==> config.mk <==
export PLATFORM = sky130hd
export DESIGN_NAME = cpc_exp_uart
export DESIGN_NICKNAME = d
export VERILOG_FILES = /design/src/rtl/cpc_exp_uart_pkg.sv /design/src/rtl/cpc_uart_fifo.sv /design/src/rtl/cpc_exp_uart.sv
export SDC_FILE = /design/constraint.sdc
export NUM_CORES = 1
export LEC_CHECK = 0
export BUFFER_PORTS_ARGS = -buffer_cell sky130_fd_sc_hd__buf_2
export CORE_AREA = 2 2 179 198
export DETAILED_ROUTE_END_ITERATION = 10
export DIE_AREA = 0 0 181 200
export HOLD_SLACK_MARGIN = 0.05
export PLACE_DENSITY_LB_ADDON = 0.12
export SYNTH_ARGS = -nofsm -noshare
export SYNTH_HDL_FRONTEND = slang
export SYNTH_HIERARCHICAL = 1
export SYNTH_SLANG_ARGS = --single-unit
==> constraint.sdc <==
create_clock -name clk -period 5.4 [get_ports clk]
set_input_delay 1.08 -clock clk [delete_from_list [all_inputs] [get_ports clk]]
set_output_delay 1.08 -clock clk [all_outputs]
set_load 0.005 [all_outputs]
==> src/rtl/cpc_exp_uart_pkg.sv <==
// Shared definitions for the CPC expansion-port UART: register offsets, status/control bit
// positions and the transmitter/receiver state encodings.
package cpc_exp_uart_pkg;

    localparam logic [1:0] REG_DATA = 2'd0;
    localparam logic [1:0] REG_STAT = 2'd1;
    localparam logic [1:0] REG_CTRL = 2'd2;
    localparam logic [1:0] REG_DIV  = 2'd3;

    localparam int unsigned STAT_RX_AVAIL  = 0;
    localparam int unsigned STAT_RX_FULL   = 1;
    localparam int unsigned STAT_TX_IDLE   = 2;
    localparam int unsigned STAT_TX_FULL   = 3;
    localparam int unsigned STAT_OVERRUN   = 4;
    localparam int unsigned STAT_FRAME_ERR = 5;
    localparam int unsigned STAT_IRQ       = 6;

    localparam int unsigned CTRL_RX_IE = 0;
    localparam int unsigned CTRL_TX_IE = 1;
    localparam int unsigned CTRL_FLUSH = 7;

    typedef enum logic [1:0] {
        TxIdle  = 2'd0,
        TxStart = 2'd1,
        TxData  = 2'd2,
        TxStop  = 2'd3
    } tx_state_e;

    typedef enum logic [1:0] {
        RxIdle  = 2'd0,
        RxStart = 2'd1,
        RxData  = 2'd2,
        RxStop  = 2'd3
    } rx_state_e;

endpackage

==> src/rtl/cpc_uart_fifo.sv <==
// Synchronous FIFO with flush. A full FIFO still accepts a push when a pop happens in the
// same cycle; flush overrides any coincident push or pop.
module cpc_uart_fifo #(
    parameter int unsigned Depth = 16,
    parameter int unsigned Width = 8
) (
    input  logic             clk_i,
    input  logic             reset_i,
    input  logic             push_i,
    input  logic             pop_i,
    input  logic             flush_i,
    input  logic [Width-1:0] din_i,
    output logic [Width-1:0] dout_o,
    output logic             full_o,
    output logic             empty_o
);

    localparam int unsigned AW = $clog2(Depth);
    localparam logic [AW:0] FullCnt = (AW + 1)'(Depth);

    logic [Width-1:0] mem_q [Depth];
    logic [AW-1:0]    wr_ptr_q, rd_ptr_q;
    logic [AW:0]      count_q;
    logic             do_push, do_pop;

    assign empty_o = (count_q == '0);
    assign full_o  = (count_q == FullCnt);
    assign dout_o  = mem_q[rd_ptr_q];
    assign do_pop  = pop_i & ~empty_o;
    assign do_push = push_i & (~full_o | do_pop);

    always_ff @(posedge clk_i) begin
        if (do_push) begin
            mem_q[wr_ptr_q] <= din_i;
        end
    end

    always_ff @(posedge clk_i) begin
        if (reset_i || flush_i) begin
            wr_ptr_q <= '0;
            rd_ptr_q <= '0;
            count_q  <= '0;
        end else begin
            if (do_push) begin
                wr_ptr_q <= wr_ptr_q + 1'b1;
            end
            if (do_pop) begin
                rd_ptr_q <= rd_ptr_q + 1'b1;
            end
            if (do_push && !do_pop) begin
                count_q <= count_q + 1'b1;
            end else if (!do_push && do_pop) begin
                count_q <= count_q - 1'b1;
            end
        end
    end

endmodule

==> src/rtl/cpc_exp_uart.sv <==
// 8N1 UART on the Amstrad CPU expansion port: four I/O registers, TX/RX FIFOs, 16x
// oversampled receiver and a level interrupt into the motherboard INT chain.
module cpc_exp_uart
    import cpc_exp_uart_pkg::*;
#(
    parameter logic [15:0] BASE_ADDR  = 16'hFAD0,
    parameter int unsigned FIFO_DEPTH = 16,
    parameter logic [7:0]  DIV_RESET  = 8'd103
) (
    input  logic        clk,
    input  logic        reset,
    input  logic        ce_16,
    input  logic [15:0] cpu_addr,
    input  logic [7:0]  cpu_dout,
    output logic [7:0]  cpu_din,
    input  logic        iorq,
    input  logic        rd,
    input  logic        wr,
    input  logic        m1,
    output logic        irq,
    output logic        txd,
    input  logic        rxd
);

    logic       sel, acc_rd, acc_wr, acc_rd_q, acc_wr_q, wr_stb, rd_done;
    logic [1:0] rd_off_q;
    logic       rx_ie_q, tx_ie_q, overrun_q, frame_q, irq_q;
    logic [7:0] div_q, div_act_q, baud_cnt_q;
    logic       tick, flush, tx_push, tx_pop, rx_push, rx_pop, tx_idle;
    logic       tx_full, tx_empty, rx_full, rx_empty;
    logic [7:0] tx_dout, rx_dout, status;

    assign sel     = iorq & ~m1 & (cpu_addr[15:2] == BASE_ADDR[15:2]);
    assign acc_rd  = sel & rd;
    assign acc_wr  = sel & wr;
    assign wr_stb  = acc_wr & ~acc_wr_q;
    assign rd_done = ~acc_rd & acc_rd_q;

    assign flush   = wr_stb & (cpu_addr[1:0] == REG_CTRL) & cpu_dout[CTRL_FLUSH];
    assign tx_push = wr_stb & (cpu_addr[1:0] == REG_DATA);
    assign rx_pop  = rd_done & (rd_off_q == REG_DATA) & ~rx_empty;

    // Edge history keeps sampling through reset so an access held across reset is not replayed.
    always_ff @(posedge clk) begin
        acc_rd_q <= acc_rd;
        acc_wr_q <= acc_wr;
    end

    always_ff @(posedge clk) begin
        if (reset) begin
            rd_off_q <= REG_DATA;
            rx_ie_q  <= 1'b0;
            tx_ie_q  <= 1'b0;
            div_q    <= DIV_RESET;
        end else begin
            if (acc_rd) begin
                rd_off_q <= cpu_addr[1:0];
            end
            if (wr_stb && cpu_addr[1:0] == REG_CTRL) begin
                rx_ie_q <= cpu_dout[CTRL_RX_IE];
                tx_ie_q <= cpu_dout[CTRL_TX_IE];
            end
            if (wr_stb && cpu_addr[1:0] == REG_DIV) begin
                div_q <= cpu_dout;
            end
        end
    end

    // The active divisor is only reloaded on a tick, so a rewrite never truncates a period.
    assign tick = ce_16 & (baud_cnt_q == div_act_q);

    always_ff @(posedge clk) begin
        if (reset) begin
            baud_cnt_q <= '0;
            div_act_q  <= DIV_RESET;
        end else if (ce_16) begin
            if (tick) begin
                baud_cnt_q <= '0;
                div_act_q  <= div_q;
            end else begin
                baud_cnt_q <= baud_cnt_q + 8'd1;
            end
        end
    end

    cpc_uart_fifo #(
        .Depth (FIFO_DEPTH),
        .Width (8)
    ) u_tx_fifo (
        .clk_i   (clk),
        .reset_i (reset),
        .push_i  (tx_push),
        .pop_i   (tx_pop),
        .flush_i (flush),
        .din_i   (cpu_dout),
        .dout_o  (tx_dout),
        .full_o  (tx_full),
        .empty_o (tx_empty)
    );

    // Transmitter
    tx_state_e  tx_state_q, tx_state_d;
    logic [3:0] tx_cnt_q, tx_cnt_d;
    logic [2:0] tx_bit_q, tx_bit_d;
    logic [7:0] tx_shift_q, tx_shift_d;

    always_comb begin
        tx_state_d = tx_state_q;
        tx_cnt_d   = tx_cnt_q;
        tx_bit_d   = tx_bit_q;
        tx_shift_d = tx_shift_q;
        tx_pop     = 1'b0;
        if (tick) begin
            tx_cnt_d = tx_cnt_q + 4'd1;
            case (tx_state_q)
                TxIdle: begin
                    tx_cnt_d = '0;
                    if (!tx_empty && !flush) begin
                        tx_pop     = 1'b1;
                        tx_shift_d = tx_dout;
                        tx_state_d = TxStart;
                    end
                end
                TxStart: begin
                    if (tx_cnt_q == 4'd15) begin
                        tx_bit_d   = '0;
                        tx_state_d = TxData;
                    end
                end
                TxData: begin
                    if (tx_cnt_q == 4'd15) begin
                        tx_shift_d = {1'b0, tx_shift_q[7:1]};
                        tx_bit_d   = tx_bit_q + 3'd1;
                        if (tx_bit_q == 3'd7) begin
                            tx_state_d = TxStop;
                        end
                    end
                end
                TxStop: begin
                    if (tx_cnt_q == 4'd15) begin
                        if (!tx_empty && !flush) begin
                            tx_pop     = 1'b1;
                            tx_shift_d = tx_dout;
                            tx_state_d = TxStart;
                        end else begin
                            tx_state_d = TxIdle;
                        end
                    end
                end
                default: tx_state_d = TxIdle;
            endcase
        end
    end

    always_ff @(posedge clk) begin
        if (reset) begin
            tx_state_q <= TxIdle;
            tx_cnt_q   <= '0;
            tx_bit_q   <= '0;
            tx_shift_q <= '0;
        end else begin
            tx_state_q <= tx_state_d;
            tx_cnt_q   <= tx_cnt_d;
            tx_bit_q   <= tx_bit_d;
            tx_shift_q <= tx_shift_d;
        end
    end

    always_comb begin
        txd = 1'b1;
        if (tx_state_q == TxStart) begin
            txd = 1'b0;
        end else if (tx_state_q == TxData) begin
            txd = tx_shift_q[0];
        end
    end

    assign tx_idle = tx_empty & (tx_state_q == TxIdle);

    // Receiver
    rx_state_e  rx_state_q, rx_state_d;
    logic [3:0] rx_cnt_q, rx_cnt_d;
    logic [2:0] rx_bit_q, rx_bit_d;
    logic [7:0] rx_shift_q, rx_shift_d;
    logic       rx_s1_q, rx_s2_q, rx_prev_q;
    logic       overrun_set, frame_set;

    always_comb begin
        rx_state_d  = rx_state_q;
        rx_cnt_d    = rx_cnt_q;
        rx_bit_d    = rx_bit_q;
        rx_shift_d  = rx_shift_q;
        rx_push     = 1'b0;
        overrun_set = 1'b0;
        frame_set   = 1'b0;
        if (tick) begin
            rx_cnt_d = rx_cnt_q + 4'd1;
            case (rx_state_q)
                RxIdle: begin
                    rx_cnt_d = '0;
                    if (rx_prev_q && !rx_s2_q) begin
                        rx_state_d = RxStart;
                    end
                end
                RxStart: begin
                    if (rx_cnt_q == 4'd7) begin
                        rx_cnt_d   = '0;
                        rx_bit_d   = '0;
                        rx_state_d = rx_s2_q ? RxIdle : RxData;
                    end
                end
                RxData: begin
                    if (rx_cnt_q == 4'd15) begin
                        rx_shift_d = {rx_s2_q, rx_shift_q[7:1]};
                        rx_bit_d   = rx_bit_q + 3'd1;
                        if (rx_bit_q == 3'd7) begin
                            rx_state_d = RxStop;
                        end
                    end
                end
                RxStop: begin
                    if (rx_cnt_q == 4'd15) begin
                        rx_state_d = RxIdle;
                        if (!rx_s2_q) begin
                            frame_set = 1'b1;
                        end else if (rx_full && !rx_pop) begin
                            overrun_set = 1'b1;
                        end else begin
                            rx_push = 1'b1;
                        end
                    end
                end
                default: rx_state_d = RxIdle;
            endcase
        end
    end

    always_ff @(posedge clk) begin
        if (reset) begin
            rx_state_q <= RxIdle;
            rx_cnt_q   <= '0;
            rx_bit_q   <= '0;
            rx_shift_q <= '0;
            rx_s1_q    <= 1'b1;
            rx_s2_q    <= 1'b1;
            rx_prev_q  <= 1'b1;
        end else begin
            rx_state_q <= rx_state_d;
            rx_cnt_q   <= rx_cnt_d;
            rx_bit_q   <= rx_bit_d;
            rx_shift_q <= rx_shift_d;
            rx_s1_q    <= rxd;
            rx_s2_q    <= rx_s1_q;
            if (tick) begin
                rx_prev_q <= rx_s2_q;
            end
        end
    end

    cpc_uart_fifo #(
        .Depth (FIFO_DEPTH),
        .Width (8)
    ) u_rx_fifo (
        .clk_i   (clk),
        .reset_i (reset),
        .push_i  (rx_push),
        .pop_i   (rx_pop),
        .flush_i (flush),
        .din_i   (rx_shift_q),
        .dout_o  (rx_dout),
        .full_o  (rx_full),
        .empty_o (rx_empty)
    );

    // Sticky error flags: a new error in the same cycle as the clearing read wins.
    always_ff @(posedge clk) begin
        if (reset) begin
            overrun_q <= 1'b0;
            frame_q   <= 1'b0;
            irq_q     <= 1'b0;
        end else begin
            if (overrun_set) begin
                overrun_q <= 1'b1;
            end else if (rd_done && rd_off_q == REG_STAT) begin
                overrun_q <= 1'b0;
            end
            if (frame_set) begin
                frame_q <= 1'b1;
            end else if (rd_done && rd_off_q == REG_STAT) begin
                frame_q <= 1'b0;
            end
            irq_q <= (rx_ie_q & ~rx_empty) | (tx_ie_q & tx_idle);
        end
    end

    assign irq = irq_q;

    always_comb begin
        status                 = '0;
        status[STAT_RX_AVAIL]  = ~rx_empty;
        status[STAT_RX_FULL]   = rx_full;
        status[STAT_TX_IDLE]   = tx_idle;
        status[STAT_TX_FULL]   = tx_full;
        status[STAT_OVERRUN]   = overrun_q;
        status[STAT_FRAME_ERR] = frame_q;
        status[STAT_IRQ]       = irq_q;
    end

    always_comb begin
        cpu_din = 8'hFF;
        if (acc_rd) begin
            case (cpu_addr[1:0])
                REG_DATA: cpu_din = rx_empty ? 8'h00 : rx_dout;
                REG_STAT: cpu_din = status;
                REG_CTRL: cpu_din = {6'b0, tx_ie_q, rx_ie_q};
                default:  cpu_din = div_q;
            endcase
        end
    end

endmodule

* Word-level counts from Yosys, hierarchy flattened *
Memories as Yosys holds them, arrays and structs flattened. A register that Yosys moved wholly into a read port is not among the register bits.
Index checks and enable logic that the tools add are counted.

word-level totals
  bits in registers = 96
  memory bits (writable) = 256
  bits of input ports = 32
  output and inout port bits = 10
  word-level logic and storage cells = 206
  memories kept = 2

memory list
  name             depth  width  rd ports  clocked after Yosys merged registers in  wr ports  line                 text
  u_rx_fifo.mem_q  16     8      1         1                                        1         cpc_uart_fifo.sv:21  logic [Width-1:0] mem_q [Depth];
  u_tx_fifo.mem_q  16     8      1         1                                        1         cpc_uart_fifo.sv:21

cells by class
  $add $sub $neg = 13
  equal/unequal tests = 29
  muxes and demuxes = 66
  bitwise gates (word level) = 29
  reductions and logical operators = 39

operators with widths
  cell                                                                number
  8-bit two-way mux                                                   6
  8-bit one-hot mux with 3 select lines                               2
  1-bit two-way mux                                                   27
  4-bit by 1-bit adder with 4-bit output, second input constant       6
  4-bit two-way mux                                                   6
  2-bit two-way mux                                                   11
  5-bit two-way mux                                                   4
  2-bit inequality test, second input constant                        10
  1-bit AND                                                           19
  2-bit one-hot mux with 4 select lines                               2
  14-bit == test, second input constant                               1
  2-bit == test, second input constant                                6
  3-bit two-way mux                                                   4
  3-bit one-hot mux with 2 select lines                               2
  4-bit AND reduction                                                 3
  6-bit AND reduction                                                 2
  2-bit nonzero test                                                  6
  5-bit by 1-bit adder with 5-bit output, second input constant       2
  5-bit == test, second input constant                                2
  1-bit logical AND                                                   10
  5-bit zero test                                                     2
  5-bit by 1-bit subtractor with 5-bit output, second input constant  2
  8-bit by 1-bit adder with 8-bit output, second input constant       1
  2-bit by 1-bit == test with 1-bit output, second input constant     4
  15 further kinds                                                    36

* Depth between registers and ports, before layout *
  depth after elaboration = 20
  gate-level depth with buffers = 15
  depth with buffers taken out = 15

* By module *
Netlist, hierarchy kept.

by module, submodules not included
  module                     instances  cells an instance  area an instance (µm²)  seq. area each (µm²)
  cpc_uart_fifo (u_tx_fifo)  1          308                5,783.0                 4,184.0
  cpc_uart_fifo (u_rx_fifo)  1          311                5,779.3                 4,184.0
  cpc_exp_uart               1          423                3,619.7                 1,401.3

* Worst setup path after synthesis *
Ideal clock, no wire load.

  path type = input -> register
  from = input ce_16
  to = register u_tx_fifo.count_q[3]
  arrival = 4.275 ns
  slack = 1.003 ns
  stages = 13
  cell sequence = clkbuf_1 > and2_1 > nand3_1 > clkbuf_1 > nor4_1 > o21ai_2 > ha_1 > inv_1 > ha_1 > a21o_1 > a21oi_1 > nor4_1 > a311o_1

on the way
  word-level cells in the longest chain between the ends = 8
  elaborated cells between the ends (all ways) = 11
  those cells by class = 2 x mux; 4 x bitwise; 5 x reduce/logical

ends and longest elaborated chain
  item                                 line                 text
  start, declared                      cpc_exp_uart.sv:12   input logic ce_16,
  1-bit AND *                          cpc_exp_uart.sv:70   assign tick = ce_16 & (baud_cnt_q == div_act_q);
  1-bit two-way mux *                  cpc_exp_uart.sv:113  if (tick) begin
  named net tx_pop                     cpc_exp_uart.sv:29   logic tick, flush, tx_push, tx_pop, rx_push, rx_pop, tx_idle;
  1-bit AND *                          cpc_uart_fifo.sv:29  assign do_pop = pop_i & ~empty_o;
  1-bit OR                             cpc_uart_fifo.sv:30  assign do_push = push_i & (~full_o | do_pop);
  1-bit AND                            cpc_uart_fifo.sv:30
  1-bit zero test                      cpc_uart_fifo.sv:52  end else if (!do_push && do_pop) begin
  1-bit logical AND                    cpc_uart_fifo.sv:52
  2-bit nonzero test (no source line)  --
  end signal, assigned                 cpc_uart_fifo.sv:51  count_q <= count_q + 1'b1;
  end signal, assigned                 cpc_uart_fifo.sv:53  count_q <= count_q - 1'b1;
  end, declared                        cpc_uart_fifo.sv:23  logic [AW:0] count_q;

Mark *: on every way through the listed nets, which the timed path passes. The rest lies on a longest branch.
A chain may end at the register's enable or synchronous reset.

==> flow_summary_export.csv <==
group,metric,value,unit
yosys,yosysMostFrequentCell,"edfxtp_1",
sta,finalSetupViolations,0,
clock_network,cts-buffers-inserted,39,
grt,track_usage,18.4,%
clock_network,cts_tree,"yes",
sta,min_period,4240,ps
yosys,synth_cell_types,72,
final_layout,multiInputGateArea,0.00510,sq mm
worst_setup_path,critPathCaptureType,"output port",
yosys,synth_top_area_share,50.6,%
route,drcViolationCount,0,
final_layout,seq_area,0.00977,sq mm
yosys,yosysWarnings,6,
final_layout,syn2layout_area_growth,12.6,%
clock_network,htreeDepth,2,
worst_hold_path,min_path_type,"reg -> reg",
clock_network,cts_buffer_depth,3,
route,drtPass1Iterations,5,
sta,max_freq,236,MHz
pwr,ir_worst_vdd,0.241,mV
grt,busiest_layer,"met2",
yosys,yosysTopAreaCell,"edfxtp_1",
die,start_util,44.5,%
clock_network,worstSkewPairLatency,540,ps
route,drt_iter0_drc,489,
sta,fin_tns_setup,0,ps
die,die_area,0.0362,sq mm
final_layout,fill_cells,2940,
final_layout,fin_nets,1145,
die,die_w,181,microns
grt,antenna_found_initial,0,
place,hpwl,21900,microns
sta,fin_worst_skew,26.8,ps
clock_network,path_clk_slew,60,ps
sta,finalHoldViolations,0,
worst_setup_path,critPathArrivalTime,3160,ps
sta,slew_headroom,39.8,%
clock_network,cts-resized-gates,0,
yosys,synth_flop_cell,"edfxtp_1",
worst_setup_path,crit_end,"cpu_din[5]",
yosys,yosys-top-cells-count,"edfxtp_1, dfxtp_1, nand2_1, mux4_2, nor2_1",
outcome,status,"finished clean",
yosys,syn_avg_cell_area,14.6,sq um
final_layout,insertedDiodeCount,0,
pwr,power_density,333,mW/mm^2
yosys,synth-seq-cells,360,
place,gp_congestion,0.764,
worst_setup_path,start_kind,"flip-flop",
yosys,syn_inst,1042,
place,io_buffers,41,
sta,rsz0062_at_grt,"false",
yosys,synth-seq-area-share,64.3,%
route,avgRoutedWirePerCell,21.1,microns
grt,grtUsageMet2,31.5,%
final_layout,drive_above_1_share,19.4,%
grt,grt_pass1_vias,8613,
grt,grt_max_degree,51,
grt,use_met1,24.2,%
place,pre_cts_slack,809,ps
worst_setup_path,regToRegSetupSlack,1780,ps
clock_network,postCtsSetupBuffers,0,
sta,tightest_slew,903,ps
sta,setup_slack,1160,ps
flow_run,drv_cap,0,
yosys,synthArstFlopShare,0,%
grt,grtUsageMet3,2.83,%
worst_setup_path,worstRegToRegCells,13,
pwr,power_leakage,6.10,nW
die,num_rows,71,
die,ios,42,
worst_setup_path,timing.rr.start,"u_tx_fifo/count_q[0]",
yosys,synth_area_leaders,"edfxtp_1, dfxtp_1, mux4_2, ha_1, nand2_1",
clock_network,hold_buffers,0,
worst_setup_path,required,4320,ps
sta,post-route-period-util,78.5,%
route,via_per_inst,5.55,
worst_setup_path,critPathMaxFanout,23,
worst_setup_path,r2r-end,"u_tx_fifo/count_q[3]",
sta,slew_viol_final,0,
yosys,synth_edf_count,256,
grt,overflow,0,
die,die_h,200,microns
yosys,syn-cell-area,0.0152,sq mm
clock_network,cts_sinks,360,
sta,whs,409,ps
clock_network,cts-root-buf,"clkbuf_16",
worst_setup_path,critical_path_class,"reg -> out",
grt,grt_pass1_wl,50700,microns
yosys,syn_nets,1105,
die,core-area,0.0341,sq mm
route,routed_wl,32700,microns
route,num_vias,8601,
route,ant_nets,0,
## flip-flops by register name, indices dropped and copies added (netlist names), 3 cells and up, named ones only
name                flops
rx_bit_q                3
u_tx_fifo/wr_ptr_q      4
div_act_q               8
tx_shift_q              8
u_tx_fifo/rd_ptr_q      4
u_rx_fifo/rd_ptr_q      4
div_q                   8
u_rx_fifo/mem_q       128
baud_cnt_q              8
u_tx_fifo/count_q       5
rx_cnt_q                4
tx_cnt_q                4
tx_bit_q                3
u_rx_fifo/count_q       5
u_rx_fifo/wr_ptr_q      4
u_tx_fifo/mem_q       128
rx_shift_q              8
## critical path: stages (launching register included)
cell	delay [ps]
dfxtp_2	920
buf_4	380
mux4_2	530
a22oi_1	310
nand2_1	140
nand2_1	80
o211ai_1	100
buf_2	170
## report_power, final
group          switching, mW  internal [mW]
registers            0.00328           2.94
logic                 0.0490         0.0190
clock network           1.07           1.62
## cell type report
| cell class | count | share of cell area, % |
|---|---|---|
| Sequential cell | 360 | 57.1 |
| Multi-Input combinational cell | 606 | 29.8 |
| Clock buffer | 52 | 6.17 |
| Tap cell | 438 | 3.20 |
| Timing Repair Buffer | 55 | 1.81 |
| Clock inverter | 19 | 1.39 |
| Inverter | 20 | 0.439 |
## metal layers
metal  vias up  share of wire [%]
met1      4300                 44
met3        55                3.8
met5         -                  0
met4         0                2.8
li1       4094                  -
met2       152                 49
## cell families (layout without fill, tap and decap cells)
| family | count (synthesis) | count (layout) | synth area share (%) |
|---|---|---|---|
| flops | 360 | 360 | 64.3 |
| simple gates | 298 | 298 | 10.4 |
| compound gates | 147 | 147 | 6.79 |
| mux | 102 | 102 | 12.1 |
| buf+inv | 76 | 146 | 2.13 |
| fa+ha+maj | 31 | 31 | 2.65 |
| xor+xnor | 28 | 28 | 1.62 |
## cell usage in the layout, fill, tap and decap left out, types with 12 or more instances in the layout
master	Yosys	layout
nand3_1	36	36
nor2_1	64	64
ha_1	29	29
mux2_2	12	12
buf_2	14	41
edfxtp_1	256	256
o21ai_0	19	19
a21oi_1	41	41
xor2_1	15	15
nand2_1	86	86
buf_4	1	14
a22oi_1	32	32
dfxtp_1	104	102
clkbuf_16	0	39
inv_1	19	19
and2_1	21	21
xnor2_1	13	13
mux2i_1	26	26
mux4_2	64	64
## stage by stage
| step | cell area (sq um) | total power [mW] | cells | util (%) |
|---|---|---|---|---|
| global route | 17100 | 5.86 | 1550 | 50.1 |
| global placement | 15800 | 3.07 | 1479 | 46.3 |
| CTS | 17100 | 5.76 | 1550 | 50.1 |
| finish | 17100 | 5.69 | 1550 | 50.1 |
| detailed placement | 15800 | 3.07 | 1479 | 46.3 |
| floorplan | 15200 | 3.03 | 1042 | - |
## worst min-delay path by stage
stage               startpoint  cells past startpoint      end
floorplan              rx_s1_q                      1  rx_s2_q
global placement       rx_s1_q                      1  rx_s2_q
detailed placement     rx_s1_q                      1  rx_s2_q
CTS                    rx_s1_q                      1  rx_s2_q
global route           rx_s1_q                      1  rx_s2_q
finish                 rx_s1_q                      1  rx_s2_q
No activity file was read; power rests on OpenSTA's default activity.
